## config.mk

```make
export PLATFORM = sky130hd
export DESIGN_NAME = lsu
export DESIGN_NICKNAME = d
export VERILOG_FILES = /design/src/rtl/lsu.sv
export SDC_FILE = /design/constraint.sdc
export NUM_CORES = 1
export LEC_CHECK = 0
export BUFFER_PORTS_ARGS = -buffer_cell sky130_fd_sc_hd__buf_4
export CAP_MARGIN = 20
export CORE_ASPECT_RATIO = 1.2
export CORE_MARGIN = 2
export CORE_UTILIZATION = 40
export DETAILED_ROUTE_END_ITERATION = 16
export PLACE_DENSITY = 0.7
export SLEW_MARGIN = 10
export SYNTH_ARGS = -nofsm -noshare
export SYNTH_HDL_FRONTEND = slang
export SYNTH_SLANG_ARGS = --single-unit
```

## constraint.sdc

```tcl
create_clock -name clk_i -period 2.5 [get_ports clk_i]
set_clock_uncertainty 0.15 [all_clocks]
set_input_delay 0.25 -clock clk_i [delete_from_list [all_inputs] [get_ports clk_i]]
set_output_delay 0.25 -clock clk_i [all_outputs]
set_load 0.01 [all_outputs]
```

## src/rtl/lsu.sv

```systemverilog
// rtl/lsu.sv - hxd32 load/store unit: one req/gnt/rvalid bus access per memory op
module lsu #(
    parameter int XLEN = 32
) (
    input  logic              clk_i,
    input  logic              rst_n_i,
    input  logic              lsu_req_i,
    input  logic              lsu_we_i,
    input  logic [2:0]        lsu_size_i,
    input  logic [XLEN-1:0]   lsu_addr_i,
    input  logic [XLEN-1:0]   lsu_wr_data_i,
    output logic [XLEN-1:0]   lsu_rd_data_o,
    output logic              lsu_done_o,
    output logic              lsu_stall_o,
    output logic              lsu_misalign_o,
    output logic              dbus_req_o,
    output logic              dbus_we_o,
    output logic [XLEN-1:0]   dbus_addr_o,
    output logic [XLEN/8-1:0] dbus_be_o,
    output logic [XLEN-1:0]   dbus_wr_data_o,
    input  logic              dbus_gnt_i,
    input  logic              dbus_rvalid_i,
    input  logic [XLEN-1:0]   dbus_rd_data_i
);

    typedef enum logic [1:0] {S_IDLE, S_REQ, S_WAIT, S_DONE} state_t;

    state_t              r_state;
    state_t              w_next;
    logic                r_we;
    logic [2:0]          r_size;
    logic [XLEN-1:0]     r_addr;
    logic [XLEN/8-1:0]   r_be;
    logic [XLEN-1:0]     r_wdata;
    logic [XLEN-1:0]     r_rd_data;
    logic                r_mis;

    logic                w_bad;
    logic [XLEN/8-1:0]   w_be;
    logic [XLEN-1:0]     w_wdata;
    logic [XLEN-1:0]     w_shifted;
    logic [XLEN-1:0]     w_ext;

    // Legal funct3: 000, 001, 010, 100, 101; everything else is rejected without a bus access.
    always_comb begin
        w_bad = 1'b0;
        case (lsu_size_i)
            3'b000, 3'b100: w_bad = 1'b0;
            3'b001, 3'b101: w_bad = lsu_addr_i[0];
            3'b010:         w_bad = (lsu_addr_i[1:0] != 2'b00);
            default:        w_bad = 1'b1;
        endcase
    end

    always_comb begin
        w_be    = 4'b1111;
        w_wdata = lsu_wr_data_i;
        case (lsu_size_i[1:0])
            2'b00: begin
                w_be    = 4'b0001 << lsu_addr_i[1:0];
                w_wdata = {4{lsu_wr_data_i[7:0]}};
            end
            2'b01: begin
                w_be    = 4'b0011 << lsu_addr_i[1:0];
                w_wdata = {2{lsu_wr_data_i[15:0]}};
            end
            default: ;
        endcase
    end

    assign w_shifted = dbus_rd_data_i >> {r_addr[1:0], 3'b000};

    always_comb begin
        w_ext = w_shifted;
        case (r_size)
            3'b000:  w_ext = {{24{w_shifted[7]}}, w_shifted[7:0]};
            3'b100:  w_ext = {24'd0, w_shifted[7:0]};
            3'b001:  w_ext = {{16{w_shifted[15]}}, w_shifted[15:0]};
            3'b101:  w_ext = {16'd0, w_shifted[15:0]};
            default: ;
        endcase
    end

    always_comb begin
        w_next = r_state;
        case (r_state)
            S_IDLE: if (lsu_req_i) w_next = w_bad ? S_DONE : S_REQ;
            S_REQ:  if (dbus_gnt_i) w_next = r_we ? S_DONE : S_WAIT;
            S_WAIT: if (dbus_rvalid_i) w_next = S_DONE;
            S_DONE: w_next = S_IDLE;
            default: w_next = S_IDLE;
        endcase
    end

    always_ff @(posedge clk_i) begin
        if (!rst_n_i) begin
            r_state   <= S_IDLE;
            r_we      <= 1'b0;
            r_size    <= 3'b000;
            r_addr    <= '0;
            r_be      <= '0;
            r_wdata   <= '0;
            r_rd_data <= '0;
            r_mis     <= 1'b0;
        end else begin
            r_state <= w_next;
            if (r_state == S_IDLE && lsu_req_i) begin
                r_mis <= w_bad;
                if (!w_bad) begin
                    r_we    <= lsu_we_i;
                    r_size  <= lsu_size_i;
                    r_addr  <= lsu_addr_i;
                    r_be    <= w_be;
                    r_wdata <= w_wdata;
                end
            end
            if (r_state == S_WAIT && dbus_rvalid_i) begin
                r_rd_data <= w_ext;
            end
        end
    end

    assign lsu_rd_data_o  = r_rd_data;
    assign lsu_done_o     = (r_state == S_DONE);
    assign lsu_misalign_o = (r_state == S_DONE) && r_mis;
    assign lsu_stall_o    = lsu_req_i && !lsu_done_o;
    assign dbus_req_o     = (r_state == S_REQ);
    assign dbus_we_o      = r_we;
    assign dbus_addr_o    = {r_addr[XLEN-1:2], 2'b00};
    assign dbus_be_o      = r_be;
    assign dbus_wr_data_o = r_wdata;

endmodule

```

; ---- After elaboration in Yosys (flattened, before gate mapping)
; Index checks and enable logic that the tools add are counted.
[word_totals]
word_cells = 50
regBits = 107
output_inout_bits = 105
[classes]
n_eq_ne = 14
muxes = 10
bitwise = 1
shift = 3
n_reduce_logical = 14
[op_table]
columns = operator, count
row1 = one-hot mux 32 bit (4 select lines), 1
row2 = one-hot mux 32 bit (2 select lines), 1
row3 = right shift 32 x 5 -> 32 bit, 1
row4 = "== test 3 bit, second input constant", 4
row5 = two-way mux 2 bit, 4
row6 = one-hot mux 2 bit (4 select lines), 1
row7 = one-hot mux 4 bit (2 select lines), 1
row8 = "== test 3 x 1 -> 1 bit, second input constant", 2
row9 = logical NOT 3 bit, 2
row10 = "== test 2 x 1 -> 1 bit, second input constant", 2
row11 = "== test 2 bit, second input constant", 2
row12 = logical AND 1 bit, 4
row13 = logical NOT 2 bit, 2
row14 = "!= test 2 bit, second input constant", 2
row15 = OR reduction 2 bit, 2
row16 = "left shift 1 x 2 -> 4 bit, first input constant", 1
row17 = "left shift 2 x 2 -> 4 bit, first input constant", 1
row18 = "== test 3 x 2 -> 1 bit, second input constant", 1
row19 = one-hot mux 1 bit (3 select lines), 1
row20 = AND reduction 3 bit, 1
row21 = "!= test 2 x 1 -> 1 bit, second input constant", 1
row22 = AND reduction 2 bit, 1
row23 = nonzero test 2 bit, 1
row24 = logical NOT 1 bit, 1
row25 = 2 further kinds, 2

; ---- Longest topological paths before layout
[logic_depth]
ltp_word = 6
mapped_depth = 8
mapped_depth_nobuf = 6

; ---- Worst setup path before layout
; No wires, ideal clock.
[synth_path]
path_type = register to register
start = register r_addr[1]
end = register r_rd_data[16] (netlist: lsu_rd_data_o[16])
setup_slack_ps = 650
path_buffers = 0
t_required_ps = 2231
stages_incl_launch_ff = 5
t_arrival_ps = 1581
period_less_slack_ps = 1850
setup_time_ps = 119
path_cell_list = dfxtp_1 mux4_2 or2_2 a31o_2 o221a_2
[synth_between]
elab_chain_cells = 2
[synth_rtl]
columns = item, line_no
row1 = start: declaration, 32  ; logic [XLEN-1:0] r_addr;
row2 = start signal: assignment, 112  ; r_addr <= lsu_addr_i;
row3 = right shift 32 x 5 -> 32 bit, 71  ; assign w_shifted = dbus_rd_data_i >> {r_addr[1:0], 3'b000};
row4 = one-hot mux 32 bit (4 select lines), 75  ; case (r_size)
row5 = end signal: assignment, 118  ; r_rd_data <= w_ext;
row6 = end: declaration, 35  ; logic [XLEN-1:0] r_rd_data;
; Every way passes these cells.
; A chain may end at the register's enable or synchronous reset.

; ---- Final worst setup path
[layout_path]
start = register r_addr[1]
end = register r_rd_data[9] (netlist: lsu_rd_data_o[9])
; The elaborated chain is that of the path after synthesis.

==> impl_metrics.toml <==
[run_status]
status = "finished, final reports clean"

[worst_setup_path]
rr_endpoint = "lsu_rd_data_o[9]"
critPathKind = "flop to flop"
crit_path_end = "lsu_rd_data_o[9]"
reg2reg_depth = 5
startpoint_type = "flop"
r2r_slack_ns = 0.33
critPathLaunch = "r_addr[1]"
crit_fanout = 20
cp.required_ns = 2.55
arrival_ns = 2.22
worstSetupEndpointType = "flop"
rr_startpoint = "r_addr[1]"

[yosys]
synth_ff_type = "dfxtp_1"
netlist_area_um2 = 5010
syn_inst = 596
synth_edf_count = 0
synth.yosys.seq_area_share = 0.428
ys_async_sr_fraction = 0
avgSynthCellArea_um2 = 8.40
synth-seq-cells = 107
ys_types = 41
yosys_warnings = 0

[pwr]
finalPower_mw = 5.21
leakage_nw = 2.89
powerDensity_nw_per_um2 = 757
p_seq_frac = 0.405
p_switching_mw = 1.67
peakVddDrop_v = 0.000337
p_int_mw = 3.54
clock_power_share = 0.289
switching_share = 0.321
power_frac_comb = 0.306

[sta]
hold_viol = 0
grt_setup_unrepaired = "no"
post-route-period-util = 0.870
final-setup-viol-count = 0
relSlewSlack = 0.534
tightest_slew_ns = 0.697
finalSetupTns_ns = 0
drv_slew = 0
setup_slack_ns = 0.326
min_period_ns = 2.17
max_clock_freq_ghz = 0.460

[clocking]
cts_buffer_depth = 2
ctsHoldBuffers = 15
cts.sinks = 107
cts_tree = "done"
cts_setup_buffers = 0
cts.clk_slew.worst_paths_ns = 0.07
cts_htree_levels = 3
root_buffer = "clkbuf_16"
cts_buffers = 9
insertion_delay_ns = 0.34
cts-resized-gates = 0

[drt]
drc = 0
viasPerCell = 5.24
wirelength_mm = 15.1
dr.pass1.iters = 7
ant_nets = 0
post_drt_wl_per_cell_um = 16.2
route.vias.total = 4877
drtIter0Drc = 246

[die]
io_pins = 210
initial_core_util = 0.412
die_y_um = 127
die_w_um = 106
rows = 44
core-area_um2 = 12200
dieArea_um2 = 13400

[global_route]
grt.total_usage = 0.218
antenna_found_initial = 0
grt_pass1_vias = 4765
grt_start_max_net_pins = 60
grt_overflow = 0
grt_first_pass_wirelength_mm = 23.5

[finish]
final_cell_mix = "216 x buf_4, 130 x nand2_1, 107 x dfxtp_1, 85 x a21oi_1, 35 x nor2_1"
layout_commonest_cell = "buf_4"
fin_nets = 875
drive_above_1_share = 0.345
area_delta_synth_final_pct = 37.4
n_antenna_cell = 0

[min_path]
min_path_type = "input port to flop"

[placement]
post-place-ws_ns = 0.364
port_buffers = 207
post-dp-hpwl_mm = 11.3
place.gp.congestion = 0.899

[run]
maxCapViolations = 0
[layout make-up]
class | count | area [um2]
Fill cell | 1117 | 5290
Multi-Input combinational cell | 406 | 2380
Sequential cell | 107 | 2140
Timing Repair Buffer | 233 | 1810
Clock buffer | 10 | 239
Tap cell | 161 | 201
Clock inverter | 6 | 78.8
Inverter | 8 | 30.0
[metrics by stage]
stage | utilization | cells | cell area (um2) | hold slack (ns)
after global placement | 0.527 | 900 | 6410 | 0.295
after global routing | 0.566 | 931 | 6880 | 0.00283
after CTS | 0.566 | 931 | 6880 | 0.0000749
after floorplan | - | 597 | 5010 | 0.236
final | 0.566 | 931 | 6880 | 0.00157
after detailed placement | 0.527 | 900 | 6410 | 0.299
[routing by layer]
metal	part of all wire	GRT usage
met5	0	0
met4	0.030	0.0998
met3	0.061	0.0401
met2	0.50	0.374
met1	0.41	0.264
[critical path: stages (launching register included)]
cell and delay, ns:
dfxtp_1 0.37, buf_4 0.31, mux2i_1 0.34, mux2i_1 0.16, a21oi_1 0.55, a21oi_1 0.15
[cell usage after synthesis (all sizes together), types with 2 or more instances]
master | number | area, um2
o21ai | 29 | 145
a311oi | 11 | 96.3
o211ai | 7 | 52.6
a211oi | 10 | 110
ha | 5 | 62.6
nand2 | 130 | 488
mux2i | 30 | 300
a21o | 2 | 15.0
clkbuf | 25 | 93.8
o2bb2ai | 7 | 61.3
nor2b | 3 | 18.8
nand2b | 2 | 12.5
nor2 | 35 | 131
dfxtp | 107 | 2140
or2 | 2 | 12.5
nand3 | 3 | 15.0
a21oi | 86 | 442
inv | 8 | 30.0
a2bb2oi | 5 | 43.8
buf | 51 | 368
mux2 | 7 | 78.8
o22ai | 2 | 12.5
a22oi | 7 | 52.6
and2 | 3 | 18.8
o221a | 9 | 101
[how the worst min path moves through the flow]
stage / from / endpoint / slack, ns / cells after the start
floorplan: lsu_addr_i[10] / r_addr[10] / 0.24 / 2
global placement: r_addr[10] / r_addr[10] / 0.29 / 2
detailed placement: r_addr[21] / r_addr[21] / 0.30 / 2
CTS: lsu_addr_i[26] / r_addr[26] / 0.00007 / 3
global route: lsu_addr_i[26] / r_addr[26] / 0.003 / 3
finish: lsu_addr_i[29] / r_addr[29] / 0.002 / 3
[power by group through the flow]
stage	Combinational, mW	Clock, mW	Sequential [mW]
floorplan	0.894	0	2.18
global placement	1.55	0	2.14
detailed placement	1.58	0	2.14
CTS	1.60	1.54	2.11
global route	1.75	1.61	2.14
finish	1.60	1.51	2.11
[logic make-up after synthesis]
family          count (synthesis)  synth area share
fa+ha+maj                       5            0.0125
other cells                     1          0.000749
buf+inv                        84            0.0982
flops                         107             0.428
simple gates                  181             0.146
compound gates                180             0.234
mux                            38            0.0802
[flip-flops by register name (all words and copies together), names as in the netlist]
register,cells
dbus_be_o,4
dbus_we_o,1
dbus_wr_data_o,32
lsu_rd_data_o,32
r_addr,32
r_mis,1
r_size,3
r_state,2
Power figures use the tool's default switching activity.
